File: src/rtl/bram_dma_copy_pkg.sv
// Shared definitions for the BRAM DMA copy engine: FSM state encoding and write-mask constants.
package bram_dma_copy_pkg;

    typedef enum logic [2:0] {
        S_IDLE = 3'd0,
        S_RD   = 3'd1,
        S_LAT  = 3'd2,
        S_WR   = 3'd3,
        S_DONE = 3'd4
    } state_e;

    localparam logic [3:0] WMASK_ALL  = 4'hf;
    localparam logic [3:0] WMASK_NONE = 4'h0;

endpackage

File: src/rtl/bram_dma_copy_if.sv
// BRAM word port plus arbiter request/grant, as seen by the DMA (master) and the BRAM/arbiter side (slave).
interface bram_dma_copy_if #(parameter int WIDTH = 8);

    logic             bus_req;
    logic             bus_gnt;
    logic [WIDTH-1:0] bram_addr;
    logic [31:0]      bram_wdata;
    logic [3:0]       bram_wmask;
    logic [31:0]      bram_rdata;

    modport master (
        output bus_req, bram_addr, bram_wdata, bram_wmask,
        input  bus_gnt, bram_rdata
    );

    modport slave (
        input  bus_req, bram_addr, bram_wdata, bram_wmask,
        output bus_gnt, bram_rdata
    );

endinterface

File: src/rtl/bram_dma_ctr.sv
// Loadable down-counter for the remaining word count; zero flag marks the last word.
module bram_dma_ctr #(
    parameter int W = 9
) (
    input  logic         clk,
    input  logic         resetn,
    input  logic         load,
    input  logic [W-1:0] load_val,
    input  logic         dec,
    output logic         zero
);

    logic [W-1:0] cnt_q;
    logic [W-1:0] cnt_d;

    always_comb begin
        cnt_d = cnt_q;
        if (load) begin
            cnt_d = load_val;
        end else if (dec && (cnt_q != '0)) begin
            cnt_d = cnt_q - 1'b1;
        end
    end

    always_ff @(posedge clk or negedge resetn) begin
        if (!resetn) begin
            cnt_q <= '0;
        end else begin
            cnt_q <= cnt_d;
        end
    end

    assign zero = (cnt_q == '0);

endmodule

File: src/rtl/bram_dma_copy.sv
// BRAM-internal word copy engine (optional word fill when BRAM_DMA_FILL_EN is defined).
//   state  | meaning
//   IDLE   | waiting for start
//   RD     | source address on the port, waiting for grant
//   LAT    | read data returning, captured into data_q
//   WR     | destination write beat, advances on grant
//   DONE   | one-cycle done pulse
module bram_dma_copy
    import bram_dma_copy_pkg::*;
#(
    parameter int WIDTH = 8
) (
    input  logic              clk,
    input  logic              resetn,
    input  logic              start,
    input  logic [WIDTH-1:0]  src_addr,
    input  logic [WIDTH-1:0]  dst_addr,
    input  logic [WIDTH:0]    len,
`ifdef BRAM_DMA_FILL_EN
    input  logic              fill,
    input  logic [31:0]       fill_data,
`endif
    output logic              busy,
    output logic              done,
    bram_dma_copy_if.master   bus
);

    state_e            state_q, state_d;
    logic [WIDTH-1:0]  src_q, src_d;
    logic [WIDTH-1:0]  dst_q, dst_d;
    logic [31:0]       data_q, data_d;
    logic [WIDTH-1:0]  addr_q, addr_d;
    logic [31:0]       wdata_q, wdata_d;
    logic [3:0]        wmask_q, wmask_d;
`ifdef BRAM_DMA_FILL_EN
    logic              fill_q, fill_d;
    logic [31:0]       fill_data_q, fill_data_d;
`endif

    logic              cnt_load;
    logic [WIDTH:0]    cnt_load_val;
    logic              cnt_dec;
    logic              cnt_zero;

    // Counter holds words remaining minus one, so zero means the current write is the last.
    bram_dma_ctr #(.W(WIDTH + 1)) u_ctr (
        .clk      (clk),
        .resetn   (resetn),
        .load     (cnt_load),
        .load_val (cnt_load_val),
        .dec      (cnt_dec),
        .zero     (cnt_zero)
    );

    always_comb begin
        state_d      = state_q;
        src_d        = src_q;
        dst_d        = dst_q;
        data_d       = data_q;
        cnt_load     = 1'b0;
        cnt_load_val = '0;
        cnt_dec      = 1'b0;
`ifdef BRAM_DMA_FILL_EN
        fill_d       = fill_q;
        fill_data_d  = fill_data_q;
`endif
        case (state_q)
            S_IDLE: begin
                if (start) begin
                    src_d        = src_addr;
                    dst_d        = dst_addr;
                    cnt_load     = 1'b1;
                    cnt_load_val = (len == '0) ? '0 : len - 1'b1;
`ifdef BRAM_DMA_FILL_EN
                    fill_d       = fill;
                    fill_data_d  = fill_data;
                    if (len == '0)  state_d = S_DONE;
                    else if (fill)  state_d = S_WR;
                    else            state_d = S_RD;
`else
                    state_d      = (len == '0) ? S_DONE : S_RD;
`endif
                end
            end
            S_RD: begin
                if (bus.bus_gnt) state_d = S_LAT;
            end
            S_LAT: begin
                data_d  = bus.bram_rdata;
                state_d = S_WR;
            end
            S_WR: begin
                if (bus.bus_gnt) begin
                    src_d = src_q + 1'b1;
                    dst_d = dst_q + 1'b1;
                    if (cnt_zero) begin
                        state_d = S_DONE;
                    end else begin
                        cnt_dec = 1'b1;
`ifdef BRAM_DMA_FILL_EN
                        state_d = fill_q ? S_WR : S_RD;
`else
                        state_d = S_RD;
`endif
                    end
                end
            end
            S_DONE:  state_d = S_IDLE;
            default: state_d = S_IDLE;
        endcase

        // Port outputs are precomputed from the next state so they leave flops directly.
        addr_d  = addr_q;
        wdata_d = wdata_q;
        wmask_d = WMASK_NONE;
        if (state_d == S_RD) begin
            addr_d = src_d;
        end else if (state_d == S_WR) begin
            addr_d  = dst_d;
            wmask_d = WMASK_ALL;
`ifdef BRAM_DMA_FILL_EN
            wdata_d = fill_d ? fill_data_d : data_d;
`else
            wdata_d = data_d;
`endif
        end
    end

    always_ff @(posedge clk or negedge resetn) begin
        if (!resetn) begin
            state_q     <= S_IDLE;
            src_q       <= '0;
            dst_q       <= '0;
            data_q      <= '0;
            addr_q      <= '0;
            wdata_q     <= '0;
            wmask_q     <= WMASK_NONE;
`ifdef BRAM_DMA_FILL_EN
            fill_q      <= 1'b0;
            fill_data_q <= '0;
`endif
        end else begin
            state_q     <= state_d;
            src_q       <= src_d;
            dst_q       <= dst_d;
            data_q      <= data_d;
            addr_q      <= addr_d;
            wdata_q     <= wdata_d;
            wmask_q     <= wmask_d;
`ifdef BRAM_DMA_FILL_EN
            fill_q      <= fill_d;
            fill_data_q <= fill_data_d;
`endif
        end
    end

    assign busy           = (state_q == S_RD) || (state_q == S_LAT) || (state_q == S_WR);
    assign done           = (state_q == S_DONE);
    assign bus.bus_req    = busy;
    assign bus.bram_addr  = addr_q;
    assign bus.bram_wdata = wdata_q;
    assign bus.bram_wmask = wmask_q;

endmodule

File: src/flat_wrapper.sv
// flat-port wrapper written by rule: the top's interface ports become plain ports
module bram_dma_copy_flat import bram_dma_copy_pkg::*;
#(
    parameter int WIDTH = 8
)
  (clk, resetn, start, src_addr, dst_addr, len, busy, done, bus_bus_req, bus_bram_addr, bus_bram_wdata, bus_bram_wmask, bus_bus_gnt, bus_bram_rdata);
  bram_dma_copy_if #(.WIDTH(WIDTH)) bus_i ();
  input  logic clk;
  input  logic resetn;
  input  logic start;
  input  logic [WIDTH-1:0] src_addr;
  input  logic [WIDTH-1:0] dst_addr;
  input  logic [WIDTH:0] len;
  output logic busy;
  output logic done;
  output wire logic [$bits(bus_i.bus_req)-1:0] bus_bus_req;
  output wire logic [$bits(bus_i.bram_addr)-1:0] bus_bram_addr;
  output wire logic [$bits(bus_i.bram_wdata)-1:0] bus_bram_wdata;
  output wire logic [$bits(bus_i.bram_wmask)-1:0] bus_bram_wmask;
  input wire logic [$bits(bus_i.bus_gnt)-1:0] bus_bus_gnt;
  input wire logic [$bits(bus_i.bram_rdata)-1:0] bus_bram_rdata;
  assign bus_bus_req = bus_i.bus_req;
  assign bus_bram_addr = bus_i.bram_addr;
  assign bus_bram_wdata = bus_i.bram_wdata;
  assign bus_bram_wmask = bus_i.bram_wmask;
  assign bus_i.bus_gnt = bus_bus_gnt;
  assign bus_i.bram_rdata = bus_bram_rdata;
  bram_dma_copy #(.WIDTH(WIDTH)) u_core (.clk(clk), .resetn(resetn), .start(start), .src_addr(src_addr), .dst_addr(dst_addr), .len(len), .busy(busy), .done(done), .bus(bus_i));
endmodule
File: config.mk
export PLATFORM = sky130hd
export DESIGN_NAME = bram_dma_copy_flat
export DESIGN_NICKNAME = d
export VERILOG_FILES = /design/src/rtl/bram_dma_copy_pkg.sv /design/src/rtl/bram_dma_copy_if.sv /design/src/rtl/bram_dma_ctr.sv /design/src/rtl/bram_dma_copy.sv /design/src/flat_wrapper.sv
export SDC_FILE = /design/constraint.sdc
export NUM_CORES = 1
export LEC_CHECK = 0
export ABC_AREA = 0
export CAP_MARGIN = 20
export CORE_MARGIN = 3
export CORE_UTILIZATION = 50
export DETAILED_ROUTE_END_ITERATION = 6
export GPL_ROUTABILITY_DRIVEN = 0
export PLACE_DENSITY = 0.79
export SLEW_MARGIN = 20
export SYNTH_ARGS = -nofsm -noshare
export SYNTH_HDL_FRONTEND = slang
export SYNTH_HIERARCHICAL = 1
export SYNTH_SLANG_ARGS = --single-unit
File: constraint.sdc
create_clock -name clk -period 2.5 [get_ports clk]
set_input_delay 0.5 -clock clk [delete_from_list [all_inputs] [get_ports clk]]
set_output_delay 0.5 -clock clk [all_outputs]
set_load 0.02 [all_outputs]
# Word level (Yosys, flattened, before mapping)

Cells that the tools add are included.

Reductions and logical operators: 10
Add/subtract/negate cells: 4
Eq/ne operators: 6
Mux-type cells: 27
Bitwise logic cells: 1

Operators with widths:

| kind                                             | number |
|---|---|
| two-way mux 8 bit                                | 6 |
| two-way mux 9 bit                                | 5 |
| two-way mux 32 bit                               | 1 |
| case mux 8 bit (2 select lines)                  | 2 |
| logical NOT 9 bit                                | 2 |
| subtractor 9 x 1 -> 9 bit, second input constant | 2 |
| adder 8 x 1 -> 8 bit, second input constant      | 2 |
| two-way mux 3 bit                                | 5 |
| case mux 3 bit (4 select lines)                  | 1 |
| == test 3 x 2 -> 1 bit, second input constant    | 3 |
| nonzero test 9 bit                               | 1 |
| two-way mux 4 bit                                | 2 |
| == test 3 x 1 -> 1 bit, second input constant    | 2 |
| two-way mux 1 bit                                | 5 |
| nonzero test 2 bit                               | 2 |
| == test 3 bit, second input constant             | 1 |
| logical NOT 3 bit                                | 1 |
| logical OR 1 bit                                 | 2 |
| AND reduction 2 bit                              | 1 |
| logical AND 1 bit                                | 1 |
| inverter 1 bit                                   | 1 |

Output and inout port bits: 47
Register bits after elaboration: 104
Logic and storage cells: 56
Input bits: 61

# Depth between registers and ports, before layout

Depth after elaboration: 7
Mapped depth: 11
Mapped depth without buffers: 9

# Cells and area by module

Netlist, hierarchy kept.

Modules (own cells, without submodules):

| module        | cells an instance | instances | area an instance (µm²) | sequential area each (µm²) |
|---|---|---|---|---|
| bram_dma_copy | 401               | 1         | 4190.3                 | 2302.2 |
| bram_dma_ctr  | 75                | 1         | 624.3                  | 225.2 |

# Least setup slack after synthesis

OpenSTA, ideal clock, no wires.

Path kind: reg2reg
From: register u_core.u_ctr.cnt_q[0]
To: register u_core.addr_q[5], in the netlist u_core/bus.bram_addr[5]
Stages on the path, launching flop included: 12
Path buffers: 2
Clock period less this slack: 2.292 ns
Arrival time: 2.166 ns
Required time: 2.374 ns
Path slack: 0.208 ns
Setup time: 0.126 ns
Cells stage by stage: dfrtp_1 -> inv_1 -> ha_1 -> or4b_1 -> buf_2 -> nor2_1 -> nand2_1 -> a21oi_1 -> o21a_4 -> buf_12 -> nor2_4 -> a221o_1

Longest elaborated chain between the ends: 6
Elaborated cells on any way between the ends: 8
Classes of those cells: eq/ne: 2; mux: 4; reduce/logical: 2

Ends and longest elaborated chain:

| what                                                                    | RTL line                                   | text |
|---|---|---|
| start, declared                                                         | bram_dma_ctr.sv:13                         | `logic [W-1:0] cnt_q;` |
| start signal, assigned                                                  | bram_dma_ctr.sv:29                         | `cnt_q <= cnt_d;` |
| logical NOT 9 bit *                                                     | bram_dma_ctr.sv:33                         | `assign zero = (cnt_q == '0);` |
| via u_core.cnt_zero                                                     | bram_dma_copy.sv:43                        | `logic cnt_zero;` |
| two-way mux 3 bit *                                                     | bram_dma_copy.sv:96                        | `if (cnt_zero) begin` |
| two-way mux 3 bit *                                                     | bram_dma_copy.sv:93                        | `if (bus.bus_gnt) begin` |
| case mux 3 bit (4 select lines) *                                       | bram_dma_copy.sv:67                        | `case (state_q)` |
| == test 3 x 1 -> 1 bit / == test 3 x 2 -> 1 bit (equally long branches) | bram_dma_copy.sv:116, bram_dma_copy.sv:118 |  |
| two-way mux 8 bit / nonzero test 2 bit (equally long branches)          | -                                          |  |
| end signal, assigned                                                    | bram_dma_copy.sv:147                       | `addr_q <= addr_d;` |
| end, declared                                                           | bram_dma_copy.sv:32                        | `logic [WIDTH-1:0] addr_q, addr_d;` |

Mark *: on every way through the listed nets, which the timed path passes. The rest lies on a longest branch.
A chain may end at the register's enable or synchronous reset.

# Final worst setup path

From: register u_core.state_q[0]
To: output port busy

Longest elaborated chain between the ends: 3
Elaborated cells on any way between the ends: 5
Classes of those cells: eq/ne: 3; reduce/logical: 2

Ends and longest elaborated chain:

| what                                                                    | RTL line             | text |
|---|---|---|
| start, declared                                                         | bram_dma_copy.sv:28  | `state_e state_q, state_d;` |
| start signal, assigned                                                  | bram_dma_copy.sv:143 | `state_q <= state_d;` |
| == test 3 x 1 -> 1 bit / == test 3 x 2 -> 1 bit (equally long branches) | bram_dma_copy.sv:157 | `assign busy = (state_q == S_RD) \|\| (state_q == S_LAT) \|\| (state_q == S_WR);` |
| logical OR 1 bit                                                        | bram_dma_copy.sv:157 |  |
| logical OR 1 bit *                                                      | bram_dma_copy.sv:157 |  |
| end, declared                                                           | flat_wrapper.sv:14   | `output logic busy;` |

Every way passes the cells marked *; elsewhere a longest branch is shown, timed or not.

==> key figures <==
Status
  • Run status: finished, final reports clean

Synthesis
  • Synth Area in Adders: 1.04%
  • Post-Syn Area: 4810 um^2
  • Multiplexer area fraction after synthesis: 7.90%
  • XOR/XNOR share of the synthesized area: 1.09%
  • Synth async-reset ratio: 100%
  • Post-synthesis cell count: 476
  • Number of flops mapped to enable cells by yosys: 0
  • Post-Synth Simple-Gate Area: 20.7%
  • Mapped Nets: 541
  • Syn Area/Cell: 10.1 um^2
  • Largest family of logic cells by synthesized area: simple AND/OR/NAND/NOR gates
  • Synth cell types: 67
  • #FFs+latches synth: 101
  • Compound-gate portion of the synthesized area: 12.3%
  • Main synth FF type: dfrtp_1
  • Sequential fraction of the synthesis area: 52.5%
  • Syn. warnings: 6

GRT
  • First-pass GRT wire length: 18700 um
  • GRT Total Usage: 20.6%
  • Largest net degree at the start of global routing: 74
  • Vias in the first global route: 3875
  • Grt ovf: 0
  • Initial antenna violation count: 0

Route
  • Wire per inst: 15.2 um
  • Vias per std cell: 5.48
  • Routed wire length: 11000 um
  • 1st-iter DRT viols: 229
  • Via count: 3971
  • Post-route ant nets: 0
  • DR pass1 iterations: 4
  • Remaining DRCs: 0

Pwr
  • Total chip power: 7610 uW
  • Power Density: 1220 nW/um^2
  • Worst vdd ir: 0.000765 V
  • Pleak: 0.00275 uW

Final layout
  • Post-route cell area: 6260 um^2
  • Finished Layout Cells: 725
  • Total inserted antenna cells: 0
  • Layout cell share with drive strength beyond 1: 10.2%
  • NumNets Final: 656
  • P&R area growth vs syn: 30.1%

Clock tree
  • Clock sinks: 101
  • # hold bufs at CTS: 0
  • CTS tree: yes
  • Clock slew at reported path FFs: 0.10 ns
  • Root buf cell: clkbuf_8
  • Total CTS buffers: 9
  • H-tree levels: 3
  • CTS max path bufs: 2
  • Worst skew pair latency: 0.36 ns

STA
  • Fin crit share: 93.1%
  • Final period demand of the worst path: 2.33 ns
  • Clk_skew: 0.0155 ns
  • Worst-Margin Slew: 0.646 ns
  • Final setup TNS: 0 ns
  • Setup WS post-layout: 0.173 ns
  • Hold Vio Cnt, Final: 0
  • F_max: 0.430 GHz
  • Setup violators final: 0
  • RSZ-0062 raised after global routing: false
  • Slew HR: 56.3%
  • Max Transition Viols Final: 0

Floorplan
  • Initial core utilization: 51.9%
  • # rows: 35
  • IO Pins: 108
  • Die height: 104 um
  • Die Wd: 104 um
  • Die area: 10800 um^2
  • Area of the core: 9280 um^2

Setup path
  • Crit-path max FO: 14
  • CP Class: reg -> out
  • R2R Setup Slk: 0.18 ns
  • Reg-to-reg critical path endpoint: u_core/u_ctr/cnt_q[7]
  • CP Launch Type: flop
  • Required time of the critical path: 2.00 ns
  • FF-to-FF Start: u_core/u_ctr/cnt_q[0]
  • CP startpoint: u_core/state_q[0]
  • Crit path DAT: 1.83 ns
  • Worst setup endpoint: busy
  • Register-to-Register Path Depth: 9
  • Critical Path Sink Type: output port

Placement
  • Worst slack, placed: -0.0108 ns
  • DP Area: 6080 um^2
  • Post-placement cell count: 709
  • Post-DP HPWL: 8080 um
  • Port Buffers: 107

Flow run
  • MaxCap Viol Count: 0

Hold path
  • HP Class: in -> async
==> final cells by class <==
class	instances	area, um^2
tap	129	161
clock buffer	10	128
timing repair buffer	131	1260
multi-input combinational	336	2080
fill	773	3020
sequential	101	2530
inverter	12	50.0
clock inverter	6	56.3
==> state kept, by name (all words and copies together), names as in the netlist <==
name	count
u_core/u_ctr/cnt_q	9
u_core/bus.bram_addr	8
u_core/bus.bram_wdata	32
u_core/bus.bram_wmask	1
u_core/src_q	8
u_core/data_q	32
u_core/dst_q	8
u_core/state_q	3
==> critical path: stages, from the launching register on <==
cell and delay [ns]:
dfrtp_2 0.53, nor2_1 0.10, nor2_1 0.20, clkdlybuf4s50_1 0.65
==> worst min path at each step <==
| stage | slack, ns | endpoint | cells after the start |
|---|---|---|---|
| floorplan | 0.20 | u_core/bus.bram_addr[0] | 0 |
| global placement | 0.44 | u_core/bus.bram_wdata[12] | 1 |
| detailed placement | 0.44 | u_core/bus.bram_wdata[12] | 1 |
| CTS | 0.05 | u_core/bus.bram_wdata[14] | 1 |
| global route | 0.06 | u_core/data_q[14] | 1 |
| finish | 0.04 | u_core/bus.bram_wdata[14] | 1 |
==> power by group <==
part / internal [uW] / leakage [uW] / switching (uW)
registers: 2400 / 0.00125 / 471
clock network: 382 / 0.0000905 / 578
logic: 1680 / 0.00142 / 2100
==> cells by family after synthesis <==
| group | Yosys count |
|---|---|
| buffers and inverters | 39 |
| and+or+nand+nor | 215 |
| DFF | 101 |
| muxes | 34 |
| AOI/OAI and AO/OA | 77 |
| adders and majority gates | 4 |
| xor gates and xnor gates | 6 |
==> metal layers <==
layer	track usage [%]	part of all wire, %	vias up	wire length [um]
met3	3.35	6.3	16	695
met1	30.1	47	1913	5170
met5	0	0	-	0
met2	31.6	46	153	5010
met4	6.36	1.1	0	120
li1	-	-	1889	-
==> cell usage after synthesis, types with 5 or more instances <==
library cell	instances	area [um^2]
a21oi_1	15	75.1
a221o_1	9	90.1
a31oi_1	5	31.3
and2_1	5	31.3
buf_2	6	30.0
buf_4	5	37.5
clkbuf_1	8	30.0
dfrtp_1	101	2530
inv_1	9	33.8
mux2_1	31	349
nand2_1	137	514
nand3_1	10	50.1
nor2_1	23	86.3
o211ai_1	7	52.6
o21ai_0	6	30.0
o311ai_1	5	43.8
==> stage by stage <==
stage / util [%] / hold slack, ns
after global routing: 67.5 / 0.0567
final: 67.5 / 0.0438
after global placement: 65.5 / 0.440
after detailed placement: 65.5 / 0.443
after CTS: 67.4 / 0.0465
after floorplan: - / 0.204
==> layout by cell type, fill, tap and decap left out, types with 3 or more instances in the layout <==
cell	Yosys	final
nor2_1	23	22
clkbuf_8	0	9
nor3_1	3	3
nand4_1	4	4
nand2_1	137	137
o21ai_0	6	6
dfrtp_1	101	100
ha_1	4	4
inv_1	9	9
a21oi_1	15	15
a221o_1	9	9
mux2_1	31	31
nor4_1	3	3
nand3_1	10	10
clkinv_4	1	4
xnor2_1	4	4
o2111ai_1	4	4
o311ai_1	5	5
and4_1	3	3
nor2_4	2	3
clkdlybuf4s50_1	0	106
a32oi_1	4	4
o211ai_1	7	7
buf_4	5	24
a31oi_1	5	5
o21ai_1	3	3
and2_1	5	5
==> repair_timing <==
item                                    CTS  global route
gates resized for setup                   0             1
endpoints found under the setup margin    0             2
hold endpoints to repair                  0             0
setup buffers                             0             0
Note: power is estimated with default switching activity, not from simulation.
